===== src/rtl/top_level_pkg.sv =====
// top_level_pkg: shared FSM states, memory map and fixed-point constants for the Q8.8 to float16 converter.
package top_level_pkg;

    typedef enum logic [3:0] {
        S_WAIT,
        S_LOAD_LO,
        S_LOAD_HI,
        S_ABS,
        S_NORM,
        S_PACK,
        S_STORE_LO,
        S_STORE_HI,
        S_DONE
    } state_t;

    localparam logic [7:0] IN_LO  = 8'd0;
    localparam logic [7:0] IN_HI  = 8'd1;
    localparam logic [7:0] OUT_LO = 8'd2;
    localparam logic [7:0] OUT_HI = 8'd3;

    localparam int BIAS      = 15;
    localparam int FRAC_BITS = 8;

    localparam logic [1:0] WAIT_LAST = 2'd2;

    // Exponent of a normalized word whose MSB sits at bit 15 before any shifting.
    localparam logic [4:0] EXP_TOP = 5'(15 + BIAS - FRAC_BITS);

endpackage


===== src/rtl/data_mem.sv =====
// data_mem: 256 x 8 single-port memory, combinational read, synchronous write, never cleared.
module data_mem (
    input  logic       clk,
    input  logic       we,
    input  logic [7:0] addr,
    input  logic [7:0] wdata,
    output logic [7:0] rdata
);

    logic [7:0] mem_core [0:255];

    always_ff @(posedge clk) begin
        if (we) mem_core[addr] <= wdata;
    end

    assign rdata = mem_core[addr];

endmodule


===== src/rtl/top_level.sv =====
// top_level: converts the signed Q8.8 word at mem[1:0] to float16 at mem[3:2].
// Build option START_GATE_EN: hold after the wait period until start is sampled high.
module top_level
    import top_level_pkg::*;
(
    input  logic clk,
    input  logic reset,
    input  logic start,
    output logic done
);

    state_t      state_q, state_d;
    logic [1:0]  cnt_q, cnt_d;
    logic [15:0] word_q, word_d;
    logic        sign_q, sign_d;
    logic [3:0]  shift_q, shift_d;
    logic [15:0] res_q, res_d;
    logic [7:0]  addr, wdata, rdata;
    logic        store, we, go;

`ifdef START_GATE_EN
    assign go = start;
`else
    logic start_unused;
    assign start_unused = start;
    assign go = 1'b1;
`endif

    data_mem data_mem1 (
        .clk  (clk),
        .we   (we),
        .addr (addr),
        .wdata(wdata),
        .rdata(rdata)
    );

    always_comb begin
        state_d = state_q;
        cnt_d   = cnt_q;
        word_d  = word_q;
        sign_d  = sign_q;
        shift_d = shift_q;
        res_d   = res_q;
        case (state_q)
            S_WAIT: begin
                cnt_d = (cnt_q == WAIT_LAST) ? cnt_q : cnt_q + 2'd1;
                if (cnt_q == WAIT_LAST && go) state_d = S_LOAD_LO;
            end
            S_LOAD_LO: begin
                word_d  = {word_q[15:8], rdata};
                state_d = S_LOAD_HI;
            end
            S_LOAD_HI: begin
                word_d  = {rdata, word_q[7:0]};
                state_d = S_ABS;
            end
            S_ABS: begin
                sign_d  = word_q[15];
                word_d  = word_q[15] ? 16'(-word_q) : word_q;
                shift_d = 4'd0;
                state_d = S_NORM;
            end
            S_NORM: begin
                if (word_q[15] || word_q == 16'd0) state_d = S_PACK;
                else begin
                    word_d  = word_q << 1;
                    shift_d = shift_q + 4'd1;
                end
            end
            S_PACK: begin
                res_d   = (word_q == 16'd0) ? 16'd0
                        : {sign_q, EXP_TOP - {1'b0, shift_q}, word_q[14:5]};
                state_d = S_STORE_LO;
            end
            S_STORE_LO: state_d = S_STORE_HI;
            S_STORE_HI: state_d = S_DONE;
            default:    state_d = S_DONE;
        endcase
    end

    assign addr  = state_q == S_LOAD_LO  ? IN_LO
                 : state_q == S_LOAD_HI  ? IN_HI
                 : state_q == S_STORE_LO ? OUT_LO
                 : state_q == S_STORE_HI ? OUT_HI : IN_LO;
    assign store = state_q == S_STORE_LO || state_q == S_STORE_HI;
    // A reset landing on a store cycle must not let the write through.
    assign we    = store && !reset;
    assign wdata = state_q == S_STORE_HI ? res_q[15:8] : res_q[7:0];
    assign done  = state_q == S_DONE;

    always_ff @(posedge clk) begin
        if (reset) begin
            state_q <= S_WAIT;
            cnt_q   <= 2'd0;
            word_q  <= 16'd0;
            sign_q  <= 1'b0;
            shift_q <= 4'd0;
            res_q   <= 16'd0;
        end else begin
            state_q <= state_d;
            cnt_q   <= cnt_d;
            word_q  <= word_d;
            sign_q  <= sign_d;
            shift_q <= shift_d;
            res_q   <= res_d;
        end
    end

endmodule


===== config.mk =====
export PLATFORM = sky130hd
export DESIGN_NAME = top_level
export DESIGN_NICKNAME = d
export VERILOG_FILES = /design/src/rtl/top_level_pkg.sv /design/src/rtl/data_mem.sv /design/src/rtl/top_level.sv
export SDC_FILE = /design/constraint.sdc
export NUM_CORES = 1
export LEC_CHECK = 0
export BUFFER_PORTS_ARGS = -buffer_cell sky130_fd_sc_hd__buf_4
export CAP_MARGIN = 20
export CORE_UTILIZATION = 57
export DETAILED_ROUTE_END_ITERATION = 8
export GPL_ROUTABILITY_DRIVEN = 1
export PLACE_DENSITY = 0.76
export SYNTH_ARGS = -nofsm -noshare
export SYNTH_HDL_FRONTEND = slang
export SYNTH_SLANG_ARGS = --single-unit

===== constraint.sdc =====
create_clock -name clk -period 2 [get_ports clk]
set_input_delay 0.1 -clock clk [delete_from_list [all_inputs] [get_ports clk]]
set_output_delay 0.1 -clock clk [all_outputs]
set_load 0.02 [all_outputs]

* Word-level counts from Yosys, hierarchy flattened
Memory sizes are Yosys's and may differ from the RTL's.
Cells that the tools add are included.
** Storage, ports and cells
- Memories :: 1
- Bits of input ports :: 3
- RAM bits :: 2048
- Output and inout bits :: 1
- Bits in registers :: 43
** Memory list
- data_mem1.mem_core :: depth 256, width 8, rd ports 1, clocked after memory_dff 0, write ports 1, line data_mem.sv:10 : logic [7:0] mem_core [0:255];
** Cells by class
- Bitwise gates (word level) :: 3
- Mux-type cells :: 16
- Eq/ne operators :: 13
- Add/subtract/negate cells :: 4
- Reduce and logical (&&, ||, !) cells :: 15
** Operator list (number)
- 16-bit one-hot mux with 4 select lines :: 1
- 16-bit two-way mux :: 3
- 4-bit one-hot mux with 7 select lines :: 1
- 4-bit by 3-bit equality test with 1-bit output (second input constant) :: 4
- 16-bit logical NOT :: 1
- 16-bit negation :: 1
- 4-bit two-way mux :: 3
- 4-bit by 2-bit equality test with 1-bit output (second input constant) :: 2
- 2-bit two-way mux :: 4
- 8-bit two-way mux :: 1
- 2-bit inequality test (second input constant) :: 4
- 4-bit one-hot mux with 2 select lines :: 1
- 4-bit AND reduction :: 2
- 2-bit AND reduction :: 3
- 3-bit nonzero test :: 2
- 5-bit by 4-bit subtractor with 5-bit output (first input constant) :: 1
- 4-bit by 1-bit adder with 4-bit output (second input constant) :: 1
- 4-bit by 1-bit equality test with 1-bit output (second input constant) :: 1
- 4-bit equality test (second input constant) :: 1
- 4-bit logical NOT :: 1
- 1-bit NOT :: 3
- 3-bit AND reduction :: 1
- 2-bit by 1-bit adder with 2-bit output (second input constant) :: 1
- 2-bit equality test (second input constant) :: 1
- 5 further kinds :: 7

* Longest topological paths before layout
An unclocked memory read counts as a cell.
- Depth after elaboration :: 7
- Gate-level depth with buffers :: 7
- Mapped depth without buffers :: 7

* Hierarchy
Synthesis repeated with hierarchy kept, for this count alone.
** Unflattened totals
- Cells, all modules :: 3871
- Area total of the unflattened synthesis :: 80967.7 um^2
** By module, submodules not included
- data_mem :: times used 1, seq. area each 61499.0 um^2, cells each 3539, area each 78332.6 um^2
- top_level :: times used 1, seq. area each 860.8 um^2, cells each 332, area each 2635.0 um^2

* Worst setup path after synthesis
No wires, ideal clock.
- Kind :: flip-flop to flip-flop
- Start point :: reg word_q[8]
- End point :: reg word_q[11]
- Stages on the path, launching flop included :: 8
- Arrival :: 1.985 ns
- Buffers on the path :: 2
- Required time :: 1.868 ns
- Setup time :: 0.132 ns
- Slack :: -0.117 ns
- Path through :: dfxtp_1 or4_1 clkbuf_2 or4_4 o21ai_4 and2_1 buf_4 o32ai_2
** On the way
- Cells in the longest elaborated chain, start to end :: 4
- Elaborated cells between the ends (all ways) :: 7
** Ends and longest elaborated chain
- from (decl) :: line top_level.sv:14 : logic [15:0] word_q, word_d;
- from (signal assigned) :: line top_level.sv:102 : word_q <= word_d;
- parallel branches: the longest is 4 deep, another holds 16-bit negation
Parallel ways; which one is timed is not known. The select of a mux whose other input is x is not followed.
A chain may end at the register's enable or synchronous reset.

* Worst setup path in the final report
- Start point :: reg word_q[8]
- End point :: reg word_q[0]
** On the way
- Cells in the longest elaborated chain, start to end :: 4
** Ends and longest elaborated chain
- 16-bit logical NOT :: line top_level.sv:64 : if (word_q[15] || word_q == 16'd0) state_d = S_PACK;
- 1-bit logical OR :: line top_level.sv:64
- 2-bit inequality test (no source line)
- 4-bit AND reduction (no source line)
No other way between the ends.

==> impl_metrics.py <==
metrics = {
    "sta": {
        "worst_slew_pin_slew_ns": 0.4842,
        "period_minus_slack_ns": 2.096,
        "timing.fmax_mhz": 477.0,
        "period_share_pct": 104.8,
        "rsz0062_at_grt": "true",
        "finClkSkew_ns": 0.01029,
        "timing.final.ws_setup_ns": -0.09644,
        "slew_viol_final": 0,
        "setup_viol": 21,
        "holdWs_ns": 0.1452,
        "fin_setup_tns_ns": -1.029,
        "hold_violations": 0,
        "max_slew_margin_pct": 67.27,
    },
    "cts": {
        "cts_max_path_buffers": 2,
        "hold_buffers": 0,
        "numCtsBuffers": 9,
        "clkLatencyLatePin_ns": 0.36,
        "ctsRootBufferMaster": "clkbuf_8",
        "htree_levels": 3,
        "cts_sinks": 75,
        "clk_pin_slew_worst_paths_ns": 0.09,
        "cts_tree": "built",
    },
    "floorplanning": {
        "placementRows": 29,
        "core_area_um2": 6386,
        "die_w_um": 83.52,
        "die_y_um": 83.52,
        "initial_core_util_pct": 59.31,
        "num_io_pins": 4,
        "die_area_um2": 6975,
    },
    "global_route": {
        "grt_pass1_vias": 3075,
        "grt_usage_pct": 29.34,
        "grt_start_max_net_pins": 41,
        "grt_overflow": 0,
        "grt_pass1_wl_um": 15840,
        "antenna_found_initial": 0,
    },
    "worst_hold_path": {
        "hold_class": "primary input to register",
        "whs_path_depth": 2,
        "worstHoldEndpoint": "data_mem1.mem_core[3][0]",
        "timing.hold.worst.start": "reset",
    },
    "layout": {
        "final_nets": 424,
        "instances_no_fill": 499,
        "mostFrequentLayoutCells": "42 x dfxtp_1, 40 x buf_4, 36 x nand2_1",
        "diodes": 0,
        "synthToLayoutAreaGrowth_pct": 15.06,
        "post-route-util_pct": 68.24,
        "final_area_um2": 4358,
        "drive_above_1_share_pct": 22.51,
        "mostFrequentLayoutCell": "dfxtp_1",
    },
    "critical_path": {
        "path_max_fanout": 6,
        "crit_path_end_kind": "register",
        "r2r_slack_ns": -0.1,
        "cp_common_cell": "or4_4",
        "cp.arrival_ns": 2.35,
        "crit_required_ns": 2.25,
        "rr_endpoint": "word_q[0]",
        "r2r.worst_path.cells": 5,
        "max_stage_delay_ns": 0.53,
        "crit_path_start_kind": "register",
        "slowest_stage": "or4_4",
        "crit_type": "register to register",
        "reg2reg_from": "word_q[8]",
        "cp_cell_sequence": "or4_4, or4_4, o21ai_4, nand2_2, a32o_1",
    },
    "yosys": {
        "synth_compound_area_share_pct": 21.94,
        "syn_area_um2": 3787,
        "syn_area_per_cell_um2": 9.993,
        "synth_ff_type": "dfxtp_1",
        "synthCells": 379,
        "synth-seq-area-share_pct": 48.10,
        "async_flop_share_pct": 0,
        "ys_ff_latch": 75,
        "yosysWarnings": 0,
        "synth-xor-area-share_pct": 1.850,
        "synth.area.mux_share_pct": 4.030,
        "post_synth_num_cell_types": 70,
        "synthSimpleGateAreaFrac_pct": 17.54,
        "synth_fa_ha_area_share_pct": 1.321,
        "synth_edf_count": 32,
        "synth_top_family_by_area": "compound AO/OA/AOI/OAI gates",
    },
    "power_and_ir_drop": {
        "total_power_mw": 5.183,
        "cellPowerDensity_nw_per_um2": 1189,
        "p_leak_nw": 1.555,
        "ir_drop_mv": 1.143,
    },
    "placement": {
        "placed_cell_area_um2": 4096,
        "preCtsSetupSlack_ns": -0.1260,
        "io_buffers": 2,
        "place_inst": 483,
        "hpwlAfterDp_um": 6648,
        "gp_congestion": 0.8964,
    },
    "route": {
        "routedWlPerCell_um": 19.40,
        "postRouteAntennaNets": 0,
        "drt_wl_total_um": 9681,
        "dr.pass1.iters": 5,
        "drtIter0Drc": 392,
        "vias_per_cell": 6.373,
        "route.detailed.drc": 0,
        "vias": 3180,
    },
    "run_status": {
        "violations": "negative setup slack",
        "status": "complete, but fails checks",
    },
    "flow_run": {
        "cap_violations": 0,
    },
}
[where the power goes]
part           total (mW)  switching [mW]  internal [mW]
clock network        1.25           0.593          0.657
registers            1.87           0.156           1.71
logic                2.06            1.29          0.778
total                5.18            2.04           3.15
[worst max path at each step]
stage	cells after the start	slack [ns]	startpoint	to
after floorplan	7	-0.1	word_q[8]	word_q[8]
after global routing	6	-0.15	word_q[8]	word_q[13]
final	5	-0.1	word_q[8]	word_q[0]
after detailed placement	5	-0.13	word_q[8]	word_q[9]
after global placement	6	-0.12	word_q[8]	res_q[13]
after CTS	6	-0.05	word_q[8]	word_q[13]
[Yosys cell counts (all sizes together), types with 4 or more instances]
library cell  count  area (um^2)
nor4              5        31.28
and3              4        25.02
a21oi            27        138.9
inv               8        30.03
nor3             16        80.08
o32a              6        60.06
dfxtp            43        860.8
o31ai             6        45.04
nand2b            6        37.54
nand2            37        141.4
nand3             9        55.05
clkbuf           20        86.32
o32ai             7        68.82
edfxtp           32        960.9
o211ai            5        42.54
mux2             10        112.6
mux2i             4        40.04
ha                4        50.05
a31oi             5        31.28
a221oi            4        35.03
nor2             27        111.4
buf               8        65.06
xnor2             6        52.55
nor2b             6        37.54
o21ai            10        61.31
a22oi            17        132.6
[area by class of cell]
type	count	area, um^2
well taps	77	96.34
clock inverters	5	60.06
multi-input cells	282	1884
fillers	502	2028
repair buffers	41	311.5
inverters	8	30.03
flip-flops and latches	75	1823
clock buffers	11	152.6
[kinds of logic after synthesis]
kind of cell,count (synthesis)
buf+inv,37
fa+ha+maj,4
other cells,1
xor+xnor,8
mux,14
simple gates,128
compound gates,112
flops,75
[critical path: cells and delay by family, from the launching register on]
kind               cells  cell delay, ns
and+or+nand+nor        3            1.17
DFF                    1            0.33
AOI/OAI and AO/OA      2            0.50
[sequential cells by signal (all words and copies together), names as in the netlist]
register	cells
data_mem1.mem_core	32
cnt_q	2
res_q	16
shift_q	4
word_q	16
state_q	4
sign_q	1
[routing by layer]
layer	vias up	global-route usage [%]	wire length, um
li1	1502	-	-
met1	1499	41.70	4404
met2	149	44.78	4312
met3	30	6.825	732
met4	0	9.091	232
met5	-	0	0
[timing repair]
action / CTS / global route
gates cloned: 0 / 0
pin swaps: 5 / 5
setup endpoints to repair: 18 / 27
setup buffers: 0 / 0
gates resized for setup: 4 / 8
Note: power is estimated with default switching activity, not from simulation.
